### src/rtl/ofmap_bit_packer.sv
// ofmap_bit_packer
// Collects the 1-bit binarized activations coming out of the threshold stage
// into WORD_WIDTH-bit ofmap words and issues masked BRAM writes. A word is
// written when it fills up, when the bit stream moves to another word, or when
// the layer ends. At end of layer the block reports how many writes it issued.
module ofmap_bit_packer #(
  parameter int BIT_ADDR_WIDTH = 12,
  parameter int WORD_WIDTH     = 32,
  localparam int SEL_W         = $clog2(WORD_WIDTH),
  localparam int WADDR_W       = BIT_ADDR_WIDTH - SEL_W
) (
  input  logic                      clk,
  input  logic                      rst_n,
  input  logic                      i_valid,
  input  logic                      i_bit,
  input  logic [BIT_ADDR_WIDTH-1:0] i_addr,
  input  logic                      i_last,
  output logic                      bram_we,
  output logic [WADDR_W-1:0]        bram_addr,
  output logic [WORD_WIDTH-1:0]     bram_wdata,
  output logic [WORD_WIDTH-1:0]     bram_wmask,
  output logic                      o_layer_done,
  output logic [WADDR_W:0]          o_layer_words
);

  // IDLE   : nothing pending
  // ACCUM  : a partially filled word is held in acc_*
  // FLUSH2 : i_last arrived together with a bit for a new word; that new
  //          word is still owed as a second write
  // DONE   : the final write of the layer is on the BRAM port this cycle;
  //          the completion pulse follows on the next cycle
  typedef enum logic [1:0] {
    IDLE   = 2'd0,
    ACCUM  = 2'd1,
    FLUSH2 = 2'd2,
    DONE   = 2'd3
  } state_t;

  state_t state, state_nxt;

  // Pending word
  logic [WADDR_W-1:0]    acc_addr,  acc_addr_nxt;
  logic [WORD_WIDTH-1:0] acc_data,  acc_data_nxt;
  logic [WORD_WIDTH-1:0] acc_mask,  acc_mask_nxt;
  logic                  acc_vld;

  // Writes issued so far in the current layer
  logic [WADDR_W:0]      wr_cnt;

  // Decoded write request for the next cycle
  logic                  wr_nxt;
  logic [WADDR_W-1:0]    wr_addr;
  logic [WORD_WIDTH-1:0] wr_data;
  logic [WORD_WIDTH-1:0] wr_mask;
  logic                  done_nxt;
  logic                  layer_close;

  // Incoming bit decode
  logic [WADDR_W-1:0]    in_word;
  logic [SEL_W-1:0]      in_pos;
  logic [WORD_WIDTH-1:0] in_onehot;
  logic [WORD_WIDTH-1:0] in_data;
  logic                  take;
  logic                  same_word;
  logic                  word_change;
  logic                  is_full;
  logic [WORD_WIDTH-1:0] merged_data;
  logic [WORD_WIDTH-1:0] merged_mask;

  assign in_word   = i_addr[BIT_ADDR_WIDTH-1:SEL_W];
  assign in_pos    = i_addr[SEL_W-1:0];
  assign in_onehot = WORD_WIDTH'(1) << in_pos;
  assign in_data   = i_bit ? in_onehot : '0;

  // A word is pending in ACCUM, and the owed second word is pending in FLUSH2.
  assign acc_vld   = (state == ACCUM) || (state == FLUSH2);

  // Bits arriving during FLUSH2/DONE are outside the protocol and are dropped.
  assign take        = i_valid && ((state == IDLE) || (state == ACCUM));
  assign same_word   = acc_vld && (in_word == acc_addr);
  assign word_change = take && acc_vld && !same_word;
  assign is_full     = (in_pos == SEL_W'(WORD_WIDTH - 1));

  // Pending word with the incoming bit folded in; a repeated position simply
  // overwrites its data bit. With no pending word the base is empty.
  assign merged_data = ((same_word ? acc_data : '0) & ~in_onehot) | in_data;
  assign merged_mask = (same_word ? acc_mask : '0) | in_onehot;

  // State register
  always_ff @(posedge clk or negedge rst_n) begin
    if (!rst_n) begin
      state <= IDLE;
    end else begin
      state <= state_nxt;
    end
  end

  // Next-state decode
  always_comb begin
    state_nxt = state;
    unique case (state)
      IDLE, ACCUM: begin
        if (i_last) begin
          if (word_change) begin
            state_nxt = FLUSH2;
          end else if (take || acc_vld) begin
            state_nxt = DONE;
          end else begin
            // Nothing left to write: the completion pulse is issued directly.
            state_nxt = IDLE;
          end
        end else if (take) begin
          // After a word change the new bit is always pending, even at the
          // last position, because only one write can go out per cycle.
          state_nxt = (word_change || !is_full) ? ACCUM : IDLE;
        end
      end
      FLUSH2:  state_nxt = DONE;
      DONE:    state_nxt = IDLE;
      default: state_nxt = IDLE;
    endcase
  end

  // Output / datapath decode: what to write next cycle and how acc evolves
  always_comb begin
    wr_nxt       = 1'b0;
    wr_addr      = acc_addr;
    wr_data      = acc_data;
    wr_mask      = acc_mask;
    acc_addr_nxt = acc_addr;
    acc_data_nxt = acc_data;
    acc_mask_nxt = acc_mask;
    done_nxt     = 1'b0;
    layer_close  = 1'b0;
    unique case (state)
      IDLE, ACCUM: begin
        if (take) begin
          if (word_change) begin
            // Old word goes out; the new bit starts a fresh single-bit word.
            wr_nxt       = 1'b1;
            acc_addr_nxt = in_word;
            acc_data_nxt = in_data;
            acc_mask_nxt = in_onehot;
          end else if (is_full || i_last) begin
            // Word completes with this bit: write the merged result directly.
            wr_nxt       = 1'b1;
            wr_addr      = in_word;
            wr_data      = merged_data;
            wr_mask      = merged_mask;
            acc_data_nxt = '0;
            acc_mask_nxt = '0;
          end else begin
            acc_addr_nxt = in_word;
            acc_data_nxt = merged_data;
            acc_mask_nxt = merged_mask;
          end
        end else if (i_last) begin
          if (acc_vld) begin
            wr_nxt       = 1'b1;
            acc_data_nxt = '0;
            acc_mask_nxt = '0;
          end else begin
            done_nxt    = 1'b1;
            layer_close = 1'b1;
          end
        end
      end
      FLUSH2: begin
        wr_nxt       = 1'b1;
        acc_data_nxt = '0;
        acc_mask_nxt = '0;
      end
      DONE: begin
        done_nxt    = 1'b1;
        layer_close = 1'b1;
      end
      default: begin
        acc_data_nxt = '0;
        acc_mask_nxt = '0;
      end
    endcase
  end

  // Pending word storage; reset discards any partially filled word
  always_ff @(posedge clk or negedge rst_n) begin
    if (!rst_n) begin
      acc_addr <= '0;
      acc_data <= '0;
      acc_mask <= '0;
    end else begin
      acc_addr <= acc_addr_nxt;
      acc_data <= acc_data_nxt;
      acc_mask <= acc_mask_nxt;
    end
  end

  // Registered BRAM write port; address/data/mask hold between writes
  always_ff @(posedge clk or negedge rst_n) begin
    if (!rst_n) begin
      bram_we    <= 1'b0;
      bram_addr  <= '0;
      bram_wdata <= '0;
      bram_wmask <= '0;
    end else begin
      bram_we <= wr_nxt;
      if (wr_nxt) begin
        bram_addr  <= wr_addr;
        bram_wdata <= wr_data;
        bram_wmask <= wr_mask;
      end
    end
  end

  // Per-layer write count and completion report
  always_ff @(posedge clk or negedge rst_n) begin
    if (!rst_n) begin
      wr_cnt        <= '0;
      o_layer_done  <= 1'b0;
      o_layer_words <= '0;
    end else begin
      o_layer_done <= done_nxt;
      if (layer_close) begin
        // No write is issued in a closing cycle, so the count is final here.
        o_layer_words <= wr_cnt;
        wr_cnt        <= '0;
      end else if (wr_nxt) begin
        wr_cnt <= wr_cnt + (WADDR_W + 1)'(1);
      end
    end
  end

endmodule
### config.mk
export PLATFORM = sky130hd
export DESIGN_NAME = ofmap_bit_packer
export DESIGN_NICKNAME = d
export VERILOG_FILES = /design/src/rtl/ofmap_bit_packer.sv
export SDC_FILE = /design/constraint.sdc
export NUM_CORES = 1
export LEC_CHECK = 0
export ABC_AREA = 1
export BUFFER_PORTS_ARGS = -buffer_cell sky130_fd_sc_hd__buf_2
export CORE_AREA = 10 10 152 154
export CTS_CLUSTER_SIZE = 12
export DETAILED_ROUTE_END_ITERATION = 8
export DIE_AREA = 0 0 162 164
export PLACE_DENSITY_LB_ADDON = 0.12
export SLEW_MARGIN = 20
export SYNTH_ARGS = -nofsm -noshare
export SYNTH_HDL_FRONTEND = slang
export SYNTH_SLANG_ARGS = --single-unit
### constraint.sdc
create_clock -name clk -period 3.9 [get_ports clk]
set_clock_uncertainty 0.2 [all_clocks]
set_input_delay 0.585 -clock clk [delete_from_list [all_inputs] [get_ports clk]]
set_output_delay 0.585 -clock clk [all_outputs]
set_load 0.02 [all_outputs]
==> After elaboration in Yosys (flattened, before gate mapping) <==
Index checks and enable logic that the tools add are counted.
{ "op_classes": {"reduce_logical": 17, "eq_ne": 8, "n_addsub": 1, "shift": 1, "muxes": 45, "n_bitwise": 4} }
{ "ops": {"columns": ["cell", "count"], "rows": [
  ["$mux 32", 19],
  ["$pmux 32 s2", 2],
  ["$or 32x32->32", 2],
  ["$mux 7", 6],
  ["$and 32x32->32", 1],
  ["$not 32->32", 1],
  ["$shl 1x5->32 const A", 1],
  ["$mux 8", 2],
  ["$mux 1", 9],
  ["$add 8x1->8 const B", 1],
  ["$mux 2", 4],
  ["$eq 7x7->1", 1],
  ["$ne 3x3->1 const B", 2],
  ["$pmux 2 s3", 1],
  ["$reduce_and 3->1", 2],
  ["$eq 5x5->1 const B", 1],
  ["$logic_or 1x1->1", 5],
  ["$eq 2x2->1 const B", 2],
  ["$logic_and 1x1->1", 4],
  ["$pmux 1 s2", 2],
  ["$reduce_bool 2->1", 2],
  ["$eq 2x1->1 const B", 1],
  ["$logic_not 1->1", 2],
  ["$logic_not 2->1", 1],
  ["other kinds (2)", 2]
]} }
{ "totals": {"reg_bits": 162, "wordCells": 87, "out_inout_bits": 81, "input_bits": 17} }

==> Logic depth before layout (Yosys ltp) <==
Gate-level depths: netlist (run 1).
{ "logic_depth": {"word_depth": 10, "depth_mapped": 16, "mapped_depth_nobuf": 13} }

==> Worst setup path after synthesis (run 1) <==
OpenSTA, ideal clock, no wires.
{ "synth_timing": {"path_kind": "register -> register", "start": "reg state[1]", "end": "reg o_layer_words[2]", "stages_incl_launch_ff": 9, "required_ns": 3.575, "period_less_slack_ns": 2.630, "path_buffers": 2, "t_arrival_ns": 2.305, "setup_ns": 0.125, "path_slack_ns": 1.270, "path_cell_list": "dfrtp_1 inv_1 clkbuf_1 ha_1 nor3_1 nand2_1 nand2_1 buf_2 mux2_2"} }
{ "synth_via": {"elab_chain_cells": 6, "elab_cells_between_ends": 12, "classes_between": "eq/ne (3); mux (4); reduce/logical (5)"} }
{ "synth_lines": {"columns": ["element", "line", "rtl"], "rows": [
  ["from (decl)", "39", "state_t state, state_nxt;"],
  ["from (signal assigned)", "94", "state <= state_nxt;"],
  ["$eq 2x1->1 or $eq 2x2->1 (tied branches)", "76, 79, 135", null],
  ["$logic_or 1x1->1", "76", "assign acc_vld = (state == ACCUM) || (state == FLUSH2);"],
  ["$mux 1", "158", "if (acc_vld) begin"],
  ["$mux 1", "157", "end else if (i_last) begin"],
  ["$mux 1", "137", "if (take) begin"],
  ["$pmux 1 s2 *", "135", "unique case (state)"],
  ["to (signal assigned)", "224", "o_layer_words <= wr_cnt;"],
  ["to (decl)", "23", "output logic [WADDR_W:0] o_layer_words"]
]} }
Every way passes the cells marked *; elsewhere a longest branch is shown, timed or not.
A chain may end at the register's enable or synchronous reset.

==> Worst setup path in the final report (run 1) <==
{ "layout_timing": {"start": "reg state[1]", "end": "reg bram_wdata[15]"} }
{ "layout_via": {"elab_chain_cells": 10, "elab_cells_between_ends": 23, "classes_between": "eq/ne (2); mux (10); bitwise (2); reduce/logical (9)"} }
{ "layout_lines": {"columns": ["element", "line", "rtl"], "rows": [
  ["$eq 2x1->1 or $eq 2x2->1 (tied branches)", "76, 79, 135", null],
  ["$logic_or 1x1->1", "76", null],
  ["$logic_and 1x1->1", "80", "assign same_word = acc_vld && (in_word == acc_addr);"],
  ["$mux 32", "86", "assign merged_data = ((same_word ? acc_data : '0) & ~in_onehot) | in_data;"],
  ["$and 32x32->32", "86", null],
  ["$or 32x32->32", "86", null],
  ["$mux 32", "144", "end else if (is_full || i_last) begin"],
  ["$mux 32", "138", "if (word_change) begin"],
  ["$mux 32", "137", null],
  ["$mux 32", "135", null],
  ["to (signal assigned)", "208", "bram_wdata <= wr_data;"],
  ["to (decl)", "20", "output logic [WORD_WIDTH-1:0] bram_wdata,"]
]} }
Parallel ways exist; a longest one is shown, timed or not.

==> results of run 1 <==
## routing by layer
| metal | up-vias | GRT usage, % |
|---|---|---|
| met5 | - | 0 |
| met1 | 3877 | 24.4 |
| met3 | 37 | 4.21 |
| met2 | 183 | 32.7 |
| met4 | 4 | 6.74 |
| li1 | 4075 | - |
## cells by family after synthesis
group | count (synthesis) | share of synthesized area (%)
AO/OA/AOI/OAI | 129 | 7.97
XOR/XNOR | 1 | 0.0993
adder cells (fa/ha/maj) | 4 | 0.567
buffers and inverters | 154 | 7.77
flip-flops | 162 | 45.9
multiplexers | 2 | 0.255
AND/OR/NAND/NOR | 789 | 37.4
## report_power, final
group / total, mW / internal (mW) / switching (mW)
Combinational: 2.62 / 0.622 / 1.99
Sequential: 2.03 / 1.89 / 0.136
Clock: 1.88 / 1.16 / 0.719
## final cells by class
| type | instances | area share (%) |
|---|---|---|
| multi-input cells | 925 | 40.5 |
| flip-flops and latches | 162 | 40.1 |
| repair buffers | 113 | 6.69 |
| clock buffers | 20 | 4.42 |
| well taps | 270 | 3.34 |
| inverters | 79 | 2.93 |
| clock inverters | 12 | 2.00 |
| diodes | 2 | 0.0495 |
## tightest hold or removal path, delay by kind of cell
family,cells,cell delay (ns)
buffers and inverters,1,0.10
AO/OA/AOI/OAI,1,0.05
AND/OR/NAND/NOR,1,0.05
## path summary, 6_finish.rpt
path | start | slack [ns] | to | cells past startpoint
worst max-delay path | state[1]$_DFFE_PN0P_ | 0.82 | bram_wdata[15]$_DFFE_PN0P_ | 14
min in group asynchronous | rst_n | 0.51 | o_layer_words[7]$_DFFE_PN0P_ | 2
worst min-delay path | i_addr[8] | 0.19 | acc_addr[3]$_DFFE_PN0P_ | 3
worst min register to register | bram_addr[2]$_DFFE_PN0P_ | 0.30 | bram_addr[2]$_DFFE_PN0P_ | 2
worst max register to register | state[1]$_DFFE_PN0P_ | 0.82 | bram_wdata[15]$_DFFE_PN0P_ | 14
max in group asynchronous | rst_n | 2.19 | bram_wmask[8]$_DFFE_PN0P_ | 3
## flip-flops by register name, summed over array words and instances, names as in the netlist
name / cells
bram_wmask: 32
state: 2
bram_wdata: 32
bram_addr: 7
o_layer_words: 8
wr_cnt: 8
o_layer_done: 1
bram_we: 1
acc_data: 32
acc_addr: 7
acc_mask: 32
## cell usage after synthesis, types with 3 or more instances
master    number  area share (%)
a21oi_1       16            0.91
buf_1          3            0.13
buf_2         23             1.3
buf_6         10             1.3
clkbuf_1      38             1.6
dfrtp_1      162              46
ha_1           4            0.57
inv_1         73             3.1
inv_2          4            0.17
nand2_1      535              23
nand2_2        8            0.57
nand3_1      162             9.2
nand4_1       20             1.4
nor2_1        52             2.2
nor3_1         4            0.23
o21ai_0       90             5.1
o21bai_1      18             1.5
==> reports/metrics.json, run 1 <==
{
  "critical_path.max_fanout": {"value": 51},
  "postCtsResizedCells": {"value": 0},
  "final-seq-area": {"value": 4050, "unit": "um2"},
  "peakVddDrop": {"value": 0.733, "unit": "mV"},
  "final_max_slew_viol_count": {"value": 0},
  "die-area": {"value": 26600, "unit": "um2"},
  "synth-warning-count": {"value": 0},
  "ys_ff_latch": {"value": 162},
  "worst_setup_hold_path_clk_slew": {"value": 0.06, "unit": "ns"},
  "postCtsSetupBuffers": {"value": 0},
  "worst_path_largest_cell_delay": {"value": 0.47, "unit": "ns"},
  "route.antenna.remaining_nets": {"value": 0},
  "global_route_wire_length_before_repair": {"value": 42.4, "unit": "mm"},
  "dpl_cell_area": {"value": 9450, "unit": "um2"},
  "dieHeight": {"value": 164, "unit": "um"},
  "totalNegativeSetupSlack": {"value": 0, "unit": "ns"},
  "maximum_number_of_pins_on_one_net_before_global_route_repair": {"value": 72},
  "wl_met3": {"value": 1.12, "unit": "mm"},
  "crit_family": {"value": "simple AND/OR/NAND/NOR gates"},
  "synth_enable_flop_cells": {"value": 0},
  "port_buffers": {"value": 97},
  "average_via_count_per_standard_cell": {"value": 5.16},
  "grtUsageTotal": {"value": 19.5, "unit": "%"},
  "dp_hpwl": {"value": 16.6, "unit": "mm"},
  "num-nets-final": {"value": 1319},
  "final_common_cell": {"value": "nand2_1"},
  "hold_buffers": {"value": 1},
  "instances_no_fill": {"value": 1583},
  "cts_sinks": {"value": 162},
  "tritoncts.num_buffers": {"value": 17},
  "critical_path_arrival": {"value": 3.20, "unit": "ns"},
  "run_status": {"value": "finished clean"},
  "setup.worst_path.class": {"value": "register to register"},
  "grt_setup_unrepaired": {"value": "no"},
  "start_util": {"value": 44.0, "unit": "%"},
  "drt_first_iter_violations": {"value": 703},
  "tightestPinTransition": {"value": 0.774, "unit": "ns"},
  "wl_met1": {"value": 11.5, "unit": "mm"},
  "cp.buffers_inverters": {"value": 3},
  "route.detailed.drc": {"value": 0},
  "grt_antenna_before_repair": {"value": 4},
  "final_util": {"value": 50.5, "unit": "%"},
  "fillerInstances": {"value": 2090},
  "worst_path_max_delay_cell": {"value": "dfrtp_1"},
  "synthesis.area": {"value": 8820, "unit": "um2"},
  "mappedNetlistNets": {"value": 1262},
  "max_freq": {"value": 325, "unit": "MHz"},
  "cellLeakagePower": {"value": 5.41, "unit": "nW"},
  "wl": {"value": 25.5, "unit": "mm"},
  "first_global_vias": {"value": 8085},
  "netlist_instances": {"value": 1241},
  "critical_path.cell_chain": {"value": "inv_1 > ha_1 > inv_2 > a21oi_1 > nand2_1 > nor2_1 > nand2_2 > nand2_4 > nand2_2 > buf_12 > nand2_1 > nand2_1 > nand2_1 > nand2_1"},
  "multi_input_combinational_cell_area": {"value": 4090, "unit": "um2"},
  "placed_cells_incl_taps": {"value": 1548},
  "most-common-layout-cells": {"value": "nand2_1, nand3_1, dfrtp_1, buf_2, o21ai_0"},
  "crit_required": {"value": 4.02, "unit": "ns"},
  "timing.critical_path.mode_cell": {"value": "nand2_1"},
  "htree_levels": {"value": 4},
  "ys_seq_area_share": {"value": 45.9, "unit": "%"},
  "gp_routability_congestion": {"value": 0.857},
  "synth_top_flop_cell": {"value": "dfrtp_1"},
  "fp-row-count": {"value": 52},
  "place_worst_setup_slack": {"value": 0.866, "unit": "ns"},
  "synthArstFlopShare": {"value": 100, "unit": "%"},
  "hold_viol": {"value": 0},
  "p_per_area": {"value": 645, "unit": "nW/um2"},
  "gr-total-overflow": {"value": 0},
  "crit_path_end_kind": {"value": "register"},
  "floorplan.die.width": {"value": 162, "unit": "um"},
  "clock_latency": {"value": 0.43, "unit": "ns"},
  "post_synth.cell_area_avg": {"value": 7.11, "unit": "um2"},
  "syn2layout_area_growth": {"value": 14.6, "unit": "%"},
  "tritoncts": {"value": "built"},
  "met2_wirelength": {"value": 12.3, "unit": "mm"},
  "fin_worst_hold_slack": {"value": 0.192, "unit": "ns"},
  "max_slew_margin": {"value": 48.4, "unit": "%"},
  "timing.max_cap.violations": {"value": 0},
  "setup_ws": {"value": 0.822, "unit": "ns"},
  "min_period_over_period": {"value": 78.9, "unit": "%"},
  "design_area": {"value": 10100, "unit": "um2"},
  "critical_path.startpoint_type": {"value": "register"},
  "finalWorstPathRequiredPeriod": {"value": 3.08, "unit": "ns"},
  "setup-violations-final": {"value": 0},
  "ys_types": {"value": 32},
  "cts-root-to-sink-buffers": {"value": 2},
  "share_of_post_route_cells_with_drive_strength_above_1": {"value": 12.7, "unit": "%"},
  "clock-root-buffer": {"value": "clkbuf_16"},
  "post-layout-total-power": {"value": 6.52, "unit": "mW"},
  "topmost_layer_with_routed_signal_wires": {"value": "met5"},
  "detail_route.first_pass.iterations": {"value": 5},
  "core_area": {"value": 20000, "unit": "um2"},
  "pin_count": {"value": 98},
  "hold_crit_path_type": {"value": "input pin to register"},
  "post_drt_wl_per_cell": {"value": 16.1, "unit": "um"},
  "num_vias": {"value": 8176}
}
Note: power is estimated with default switching activity, not from simulation.
==> run 2, diff against run 1 <==
==> constraint.sdc (replaced) <==
create_clock -name clk -period 2.5 [get_ports clk]
set_clock_uncertainty 0.2 [all_clocks]
set_input_delay 0.375 -clock clk [delete_from_list [all_inputs] [get_ports clk]]
set_output_delay 0.375 -clock clk [all_outputs]
set_load 0.02 [all_outputs]
==> run 2 against run 1 <==
Register-to-register slack worse by 0.69 ns. Setup slack got worse by 0.69 ns. Combinational power rose by 99%. Die area did not move. Final cell count grew 2.1%. Sequential cell count did not move. Hold slack worse by 0.18 ns. First-iteration DRC count is 6.7% higher. Routed wire length increased by 2.8%. Cell area grew 5.1%. Critical endpoint is now acc_data[13]$_DFFE_PN0P_. Largest power group unchanged.
==> reports/metrics.json, run 2 (synthesis gave the netlist of run 1 again) <==
{
  "final_max_slew_viol_count": {"value": 0, "change": "unchanged"},
  "drt_first_iter_violations": {"value": 750, "change": "+6.7%"},
  "antenna_cells_inserted": {"value": 0, "change": "-2"},
  "setup-violations-final": {"value": 0, "change": "unchanged"},
  "detail_route.first_pass.iterations": {"value": 5, "change": "unchanged"},
  "fp-row-count": {"value": 52, "change": "unchanged"},
  "start_util": {"value": 44.0, "unit": "%", "change": "unchanged"},
  "post-layout-total-power": {"value": 11.2, "unit": "mW", "change": "+72%"},
  "cellLeakagePower": {"value": 5.67, "unit": "nW", "change": "+4.8%"},
  "clock_latency": {"value": 0.43, "unit": "ns", "change": "about the same"},
  "syn2layout_area_growth": {"value": 20.5, "unit": "%"},
  "average_via_count_per_standard_cell": {"value": 5.18, "change": "+0.23%"},
  "run_status": {"value": "finished clean"},
  "cts_sinks": {"value": 162, "change": "unchanged"},
  "dpl_cell_area": {"value": 9750, "unit": "um2", "change": "+3.2%"},
  "cts-root-to-sink-buffers": {"value": 2, "change": "unchanged"},
  "setup.worst_path.class": {"value": "register to register"},
  "setup_ws": {"value": 0.137, "unit": "ns", "change": "-0.685 ns"},
  "maximum_number_of_pins_on_one_net_before_global_route_repair": {"value": 63, "change": "-13%"},
  "hold_viol": {"value": 0, "change": "unchanged"},
  "pwr-share-clk": {"value": 25.3, "unit": "%", "change": "-3.5 points"},
  "p_per_area": {"value": 1050, "unit": "nW/um2", "change": "+64%"},
  "pin_count": {"value": 98, "change": "unchanged"},
  "wl": {"value": 26.2, "unit": "mm", "change": "+2.8%"},
  "critical_path.max_fanout": {"value": 18, "change": "-65%"},
  "htree_levels": {"value": 4, "change": "unchanged"},
  "tritoncts": {"value": "built"},
  "route.detailed.drc": {"value": 0, "change": "unchanged"},
  "worst_setup_hold_path_clk_slew": {"value": 0.06, "unit": "ns", "change": "about the same"},
  "core_area": {"value": 20000, "unit": "um2", "change": "unchanged"},
  "totalNegativeSetupSlack": {"value": 0, "unit": "ns", "change": "unchanged"},
  "combPwrFrac": {"value": 46.5, "unit": "%", "change": "+6.4 points"},
  "r2r_slack": {"value": 0.14, "unit": "ns", "change": "-0.69 ns"},
  "max_slew_margin": {"value": 63.7, "unit": "%", "change": "+15 points"},
  "hold_start": {"value": "i_addr[8]"},
  "floorplan.die.width": {"value": 162, "unit": "um", "change": "unchanged"},
  "crit_path_end_kind": {"value": "register"},
  "share_seq_of_total_power": {"value": 28.2, "unit": "%", "change": "-2.9 points"},
  "crit_required": {"value": 2.66, "unit": "ns", "change": "-1.36 ns"},
  "gp_routability_congestion": {"value": 0.922, "change": "+7.6%"},
  "clock-root-buffer": {"value": "clkbuf_16"},
  "netSwitchingFraction": {"value": 41.9, "unit": "%", "change": "-1.8 points"},
  "finalWorstPathRequiredPeriod": {"value": 2.36, "unit": "ns", "change": "-0.715 ns"},
  "rr_startpoint": {"value": "state[1]$_DFFE_PN0P_"},
  "grtUsageTotal": {"value": 19.4, "unit": "%", "change": "-0.12 points"},
  "most-common-layout-cells": {"value": "nand2_1, dfrtp_1, nand3_1, buf_2, o21ai_0"},
  "sw_pwr": {"value": 4.69, "unit": "mW", "change": "+65%"},
  "dp_hpwl": {"value": 17.4, "unit": "mm", "change": "+4.6%"},
  "placed_cells_incl_taps": {"value": 1571, "change": "+1.5%"},
  "peakVddDrop": {"value": 0.828, "unit": "mV", "change": "+13%"},
  "post_drt_wl_per_cell": {"value": 16.2, "unit": "um", "change": "+0.67%"},
  "hold_crit_path_type": {"value": "input pin to register"},
  "min_period_over_period": {"value": 94.5, "unit": "%", "change": "+16 points"},
  "critical_path.startpoint_type": {"value": "register"},
  "die-area": {"value": 26600, "unit": "um2", "change": "unchanged"},
  "gr-total-overflow": {"value": 0, "change": "unchanged"},
  "tritoncts.num_buffers": {"value": 17, "change": "unchanged"},
  "port_buffers": {"value": 97, "change": "unchanged"},
  "place_worst_setup_slack": {"value": -0.0367, "unit": "ns", "change": "-0.903 ns"},
  "worst_setup_path_startpoint": {"value": "state[1]$_DFFE_PN0P_"},
  "internal-power": {"value": 6.52, "unit": "mW", "change": "+77%"},
  "critical_path_arrival": {"value": 2.53, "unit": "ns", "change": "-0.67 ns"},
  "first_global_vias": {"value": 8118, "change": "+0.41%"},
  "max_freq": {"value": 423, "unit": "MHz", "change": "+30%"},
  "route.antenna.remaining_nets": {"value": 0, "change": "unchanged"},
  "num-nets-final": {"value": 1358, "change": "+3.0%"},
  "share_of_post_route_cells_with_drive_strength_above_1": {"value": 15.2, "unit": "%", "change": "+2.5 points"},
  "global_route_wire_length_before_repair": {"value": 42.1, "unit": "mm", "change": "-0.70%"},
  "design_area": {"value": 10600, "unit": "um2", "change": "+5.1%"},
  "tightestPinTransition": {"value": 0.543, "unit": "ns", "change": "-0.231 ns"},
  "final_common_cell": {"value": "nand2_1"},
  "dieHeight": {"value": 164, "unit": "um", "change": "unchanged"},
  "timing.max_cap.violations": {"value": 0, "change": "unchanged"},
  "num_vias": {"value": 8366, "change": "+2.3%"},
  "grt_antenna_before_repair": {"value": 0, "change": "-4"},
  "instances_no_fill": {"value": 1616, "change": "+2.1%"}
}
==> run 2: final timing paths <==
kind | to | cells after the start
worst max-delay path | acc_data[13]$_DFFE_PN0P_ | 13
worst min-delay path | acc_addr[3]$_DFFE_PN0P_ | 3
worst max register to register | acc_data[13]$_DFFE_PN0P_ | 13
worst min register to register | bram_wmask[0]$_DFFE_PN0P_ | 2
max in group asynchronous | acc_data[18]$_DFFE_PN0P_ | 3
min in group asynchronous | o_layer_words[4]$_DFFE_PN0P_ | 2
==> run 2: worst max-delay path, cell delays in order (launching register included) <==
cell       delay, ns
dfrtp_1         0.39
inv_2           0.09
buf_6           0.11
ha_1            0.13
nor2_1          0.06
nor2_2          0.18
nor3_1          0.11
nor3_2          0.27
inv_2           0.09
nor2_4          0.14
buf_4           0.17
clkbuf_16       0.20
nand3_1         0.08
nand2_1         0.07
==> run 2: final cells by class <==
cell class                 instances  area [um2]
inverter                          79         297
fill                            1981        9410
multi-input combinational        925        4140
sequential                       162        4050
timing repair buffer             152        1190
clock inverter                     6         155
tap                              270         338
clock buffer                      22         464
==> run 2: power by group through the flow <==
stage / logic [mW] / clock network, mW / registers [mW]
finish: 5.22 / 2.83 / 3.16
global route: 5.67 / 2.99 / 3.20
CTS: 4.62 / 2.88 / 3.16
detailed placement: 4.57 / 0 / 3.20
global placement: 4.53 / 0 / 3.20
floorplan: 2.78 / 0 / 3.42
==> run 2: per-layer routing <==
metal / share of wire (%) / global-route usage (%)
met1: 45 / 25.1
met2: 49 / 32.4
met3: 5.0 / 3.63
met4: 1.5 / 5.50
met5: 0 / 0
==> run 2: through the flow <==
| step | hold slack (ns) | util (%) |
|---|---|---|
| after floorplan | -0.121 | - |
| after global placement | 0.178 | 48.6 |
| after detailed placement | 0.179 | 48.6 |
| after CTS | 0.00390 | 51.9 |
| after global routing | 0.0152 | 53.1 |
| final | 0.0163 | 53.1 |
==> run 2: timing repair <==
action | 4_1_cts | 5_1_grt
hold endpoints to repair | 50 | 0
gates cloned | 0 | 4
gates resized for setup | 2 | 14
hold buffers | 2 | 0
pin swaps | 1 | 3
setup endpoints to repair | 51 | 139
buffers inserted | 1 | 10
==> run 3, diff against run 2 <==
--- a/config.mk
+++ b/config.mk
@@ -5,12 +5,11 @@
 export SDC_FILE = /design/constraint.sdc
 export NUM_CORES = 1
 export LEC_CHECK = 0
-export ABC_AREA = 1
 export BUFFER_PORTS_ARGS = -buffer_cell sky130_fd_sc_hd__buf_2
-export CORE_AREA = 10 10 152 154
+export CORE_AREA = 10 10 145 147
 export CTS_CLUSTER_SIZE = 12
 export DETAILED_ROUTE_END_ITERATION = 8
-export DIE_AREA = 0 0 162 164
+export DIE_AREA = 0 0 155 157
 export PLACE_DENSITY_LB_ADDON = 0.12
 export SLEW_MARGIN = 20
 export SYNTH_ARGS = -nofsm -noshare
==> run 3 against run 2 <==
Setup slack got worse by 0.068 ns. Clock power fell by 2%. Hold slack improved by 0.0023 ns. Via count fell by 15%. Register-to-register slack worse by 0.07 ns. Largest cell class is now registers. Highest routed layer unchanged.
==> reports/metrics.json, run 3 <==
{
  "run_status": {"value": "finished clean"},
  "htree_levels": {"value": 4, "change": "unchanged"},
  "pin_count": {"value": 98, "change": "unchanged"},
  "tritoncts": {"value": "built"},
  "crit_path_end_kind": {"value": "register"},
  "synth.largest_area_cell": {"value": "dfrtp_1"},
  "cellLeakagePower": {"value": 4.44, "unit": "nW", "change": "-22%"},
  "synth-warning-count": {"value": 0, "change": "unchanged"},
  "share_of_post_route_cells_with_drive_strength_above_1": {"value": 27.9, "unit": "%", "change": "+13 points"},
  "p_per_area": {"value": 1240, "unit": "nW/um2", "change": "+17%"},
  "hold_viol": {"value": 0, "change": "unchanged"},
  "post-layout-total-power": {"value": 12.1, "unit": "mW", "change": "+8.3%"},
  "crit_family": {"value": "compound AO/OA/AOI/OAI gates"},
  "critical_path.cell_chain": {"value": "inv_1 > ha_4 > and4_4 > a21bo_4 > a2111oi_4 > buf_2 > a22o_1"},
  "worstRegToRegCells": {"value": 7, "change": "-6"},
  "yosys.cell_count.top_type": {"value": "dfrtp_1"},
  "clock_latency": {"value": 0.43, "unit": "ns", "change": "about the same"},
  "tightestPinTransition": {"value": 0.575, "unit": "ns", "change": "+0.0314 ns"},
  "min_path_cells": {"value": 2, "change": "-1"},
  "final_max_slew_viol_count": {"value": 0, "change": "unchanged"},
  "average_via_count_per_standard_cell": {"value": 6.30, "change": "+22%"},
  "synth_enable_flop_cells": {"value": 0, "change": "unchanged"},
  "critical_path.max_fanout": {"value": 9, "change": "-9"},
  "antenna_cells_inserted": {"value": 0, "change": "unchanged"},
  "ys_seq_area_share": {"value": 50.5, "unit": "%", "change": "+4.5 points"},
  "drt_first_iter_violations": {"value": 786, "change": "+4.8%"},
  "tritoncts.num_buffers": {"value": 17, "change": "unchanged"},
  "design_area": {"value": 9820, "unit": "um2", "change": "-7.6%"},
  "gp_routability_congestion": {"value": 0.871, "change": "-5.6%"},
  "ys_ff_latch": {"value": 162, "change": "unchanged"},
  "grt_antenna_before_repair": {"value": 0, "change": "unchanged"},
  "synth_top_family_by_area": {"value": "compound AO/OA/AOI/OAI gates"},
  "setup.worst_path.class": {"value": "register to register"},
  "floorplan.die.width": {"value": 155, "unit": "um", "change": "-4.3%"},
  "max_freq": {"value": 411, "unit": "MHz", "change": "-2.8%"},
  "route.detailed.drc": {"value": 0, "change": "unchanged"},
  "hold_crit_path_type": {"value": "input pin to register"},
  "hold_start": {"value": "i_addr[5]"},
  "critical_path_arrival": {"value": 2.60, "unit": "ns", "change": "+0.07 ns"},
  "synthesis.area": {"value": 8030, "unit": "um2", "change": "-9.0%"},
  "maximum_number_of_pins_on_one_net_before_global_route_repair": {"value": 53, "change": "-16%"},
  "critical_path.startpoint_type": {"value": "register"},
  "core_area": {"value": 18300, "unit": "um2", "change": "-8.5%"},
  "yosys-top-cells-count": {"value": "dfrtp_1, a31oi_1, nand2_1, a22o_1, clkbuf_1"},
  "route.antenna.remaining_nets": {"value": 0, "change": "unchanged"},
  "dieHeight": {"value": 157, "unit": "um", "change": "-4.3%"},
  "grt_setup_unrepaired": {"value": "no"},
  "crit_required": {"value": 2.67, "unit": "ns", "change": "about the same"},
  "timing.max_cap.violations": {"value": 0, "change": "unchanged"},
  "clock-root-buffer": {"value": "clkbuf_16"},
  "wl": {"value": 25.1, "unit": "mm", "change": "-4.1%"},
  "rr_startpoint": {"value": "state[0]$_DFFE_PN0P_"},
  "min_period_over_period": {"value": 97.2, "unit": "%", "change": "+2.7 points"},
  "post-synth-top-area-fraction": {"value": 50.5, "unit": "%", "change": "+4.5 points"},
  "max_slew_margin": {"value": 61.6, "unit": "%", "change": "-2.1 points"},
  "synthArstFlopShare": {"value": 100, "unit": "%", "change": "unchanged"},
  "placed_cells_incl_taps": {"value": 1088, "change": "-31%"},
  "port_buffers": {"value": 97, "change": "unchanged"},
  "cts-root-to-sink-buffers": {"value": 2, "change": "unchanged"},
  "dp_hpwl": {"value": 17.0, "unit": "mm", "change": "-2.2%"},
  "worst_setup_hold_path_clk_slew": {"value": 0.06, "unit": "ns", "change": "about the same"},
  "cts_sinks": {"value": 162, "change": "unchanged"},
  "fp-row-count": {"value": 50, "change": "-3.8%"},
  "synth_top_flop_cell": {"value": "dfrtp_1"},
  "finalWorstPathRequiredPeriod": {"value": 2.43, "unit": "ns", "change": "+0.0681 ns"},
  "cp.buffers_inverters": {"value": 2, "change": "-3"},
  "first_global_vias": {"value": 6905, "change": "-15%"},
  "fillerInstances": {"value": 1654, "change": "-17%"},
  "final_common_cell": {"value": "dfrtp_1"},
  "worst_path_largest_cell_delay": {"value": 0.43, "unit": "ns", "change": "+0.04 ns"},
  "synthXorXnorAreaFrac": {"value": 0.763, "unit": "%", "change": "+0.66 points"},
  "post_synth_fa_ha_maj_area_fraction": {"value": 0.623, "unit": "%", "change": "+0.056 points"},
  "synth_top_cells_by_area": {"value": "dfrtp_1, a22o_1, a31oi_1"},
  "syn2layout_area_growth": {"value": 22.3, "unit": "%"},
  "num_vias": {"value": 7074, "change": "-15%"},
  "global_route_wire_length_before_repair": {"value": 39.7, "unit": "mm", "change": "-5.6%"},
  "r2r_slack": {"value": 0.07, "unit": "ns", "change": "-0.07 ns"},
  "ys_types": {"value": 55, "change": "+72%"},
  "mappedNetlistNets": {"value": 795, "change": "-37%"},
  "instances_no_fill": {"value": 1123, "change": "-31%"},
  "totalNegativeSetupSlack": {"value": 0, "unit": "ns", "change": "unchanged"},
  "num-nets-final": {"value": 898, "change": "-34%"},
  "most-common-layout-cells": {"value": "dfrtp_1, buf_2, a31oi_1, nand2_1, a22o_1"},
  "gr-total-overflow": {"value": 0, "change": "unchanged"},
  "min_to": {"value": "acc_addr[0]$_DFFE_PN0P_"},
  "post_drt_wl_per_cell": {"value": 22.4, "unit": "um", "change": "+38%"},
  "start_util": {"value": 43.8, "unit": "%", "change": "-0.22 points"},
  "critical_path.reg2reg.endpoint": {"value": "acc_data[12]$_DFFE_PN0P_"},
  "grtUsageTotal": {"value": 20.4, "unit": "%", "change": "+1.0 points"},
  "worst_path_max_delay_cell": {"value": "a2111oi_4"},
  "peakVddDrop": {"value": 0.701, "unit": "mV", "change": "-15%"},
  "die-area": {"value": 24300, "unit": "um2", "change": "-8.4%"},
  "dpl_cell_area": {"value": 9130, "unit": "um2", "change": "-6.4%"},
  "post_synth.cell_area_avg": {"value": 10.4, "unit": "um2", "change": "+46%"},
  "detail_route.first_pass.iterations": {"value": 7, "change": "+2"},
  "synth_mux_area_share": {"value": 6.18, "unit": "%", "change": "+5.9 points"},
  "setup-violations-final": {"value": 0, "change": "unchanged"},
  "area_fraction_in_compound_gates_after_synthesis": {"value": 24.9, "unit": "%", "change": "+17 points"},
  "synth_simple_gate_area_share": {"value": 12.1, "unit": "%", "change": "-25 points"},
  "netlist_instances": {"value": 774, "change": "-38%"}
}
==> run 3: timing repair <==
item	CTS	global route
setup buffers	0	2
endpoints found under the setup margin	0	123
gates resized for setup	0	11
hold buffers	1	0
hold endpoints to repair	48	0
==> run 3: cell families (layout without fill, tap and decap cells) <==
family          count (synthesis)  count (layout)
xor+xnor                        7               7
compound gates                269             269
mux                            45              45
simple gates                  197             197
buf+inv                        90             205
fa+ha+maj                       4               4
flops                         162             162
==> run 3: final cells by class <==
class,count,area (um2),area share (%)
clock buffers,21,450,4.59
multi-input cells,522,3640,37.1
flip-flops and latches,162,4050,41.3
well taps,234,293,2.98
repair buffers,165,1180,12.1
clock inverters,10,159,1.62
inverters,9,33.8,0.344
==> run 3: how the worst max path moves through the flow <==
stage                    startpoint                          to  slack [ns]  depth (start not counted)
3_3_place_gp              i_addr[1]   bram_wmask[0]$_DFFE_PN0P_        0.09                          8
5_1_grt        state[1]$_DFFE_PN0P_  bram_wmask[10]$_DFFE_PN0P_       0.002                          8
3_5_place_dp   state[0]$_DFFE_PN0P_     acc_data[0]$_DFFE_PN0P_        0.02                          7
4_1_cts        state[0]$_DFFE_PN0P_     acc_data[0]$_DFFE_PN0P_       0.008                          7
2_1_floorplan  state[1]$_DFFE_PN0P_  bram_wmask[19]$_DFFE_PN0P_        0.02                         10
6_report       state[0]$_DFFE_PN0P_    acc_data[12]$_DFFE_PN0P_        0.07                          7
==> run 3: power by group <==
group	internal [mW]	switching [mW]	total (mW)
Combinational	2.15	3.72	5.88
Sequential	3.18	0.328	3.50
Clock	1.69	1.07	2.76
Total	7.02	5.11	12.1
==> run 3: metrics by stage <==
stage	setup slack, ns	utilization (%)	hold WS [ns]
finish	0.0690	53.6	0.0186
global route	0.00154	53.6	0.0198
CTS	0.00808	53.2	0.0110
detailed placement	0.0185	49.8	0.170
global placement	0.0887	49.8	0.168
floorplan	0.0230	-	-0.121
==> run 3: layer usage <==
layer | share of wire (%) | wire length (um) | track usage, % | up-vias
met4 | 1.2 | 290 | 6.07 | 0
met1 | 45 | 11200 | 27.8 | 3579
li1 | - | - | - | 3181
met2 | 48 | 12000 | 32.0 | 290
met5 | 0 | 0 | 0 | -
met3 | 6.5 | 1630 | 4.20 | 24
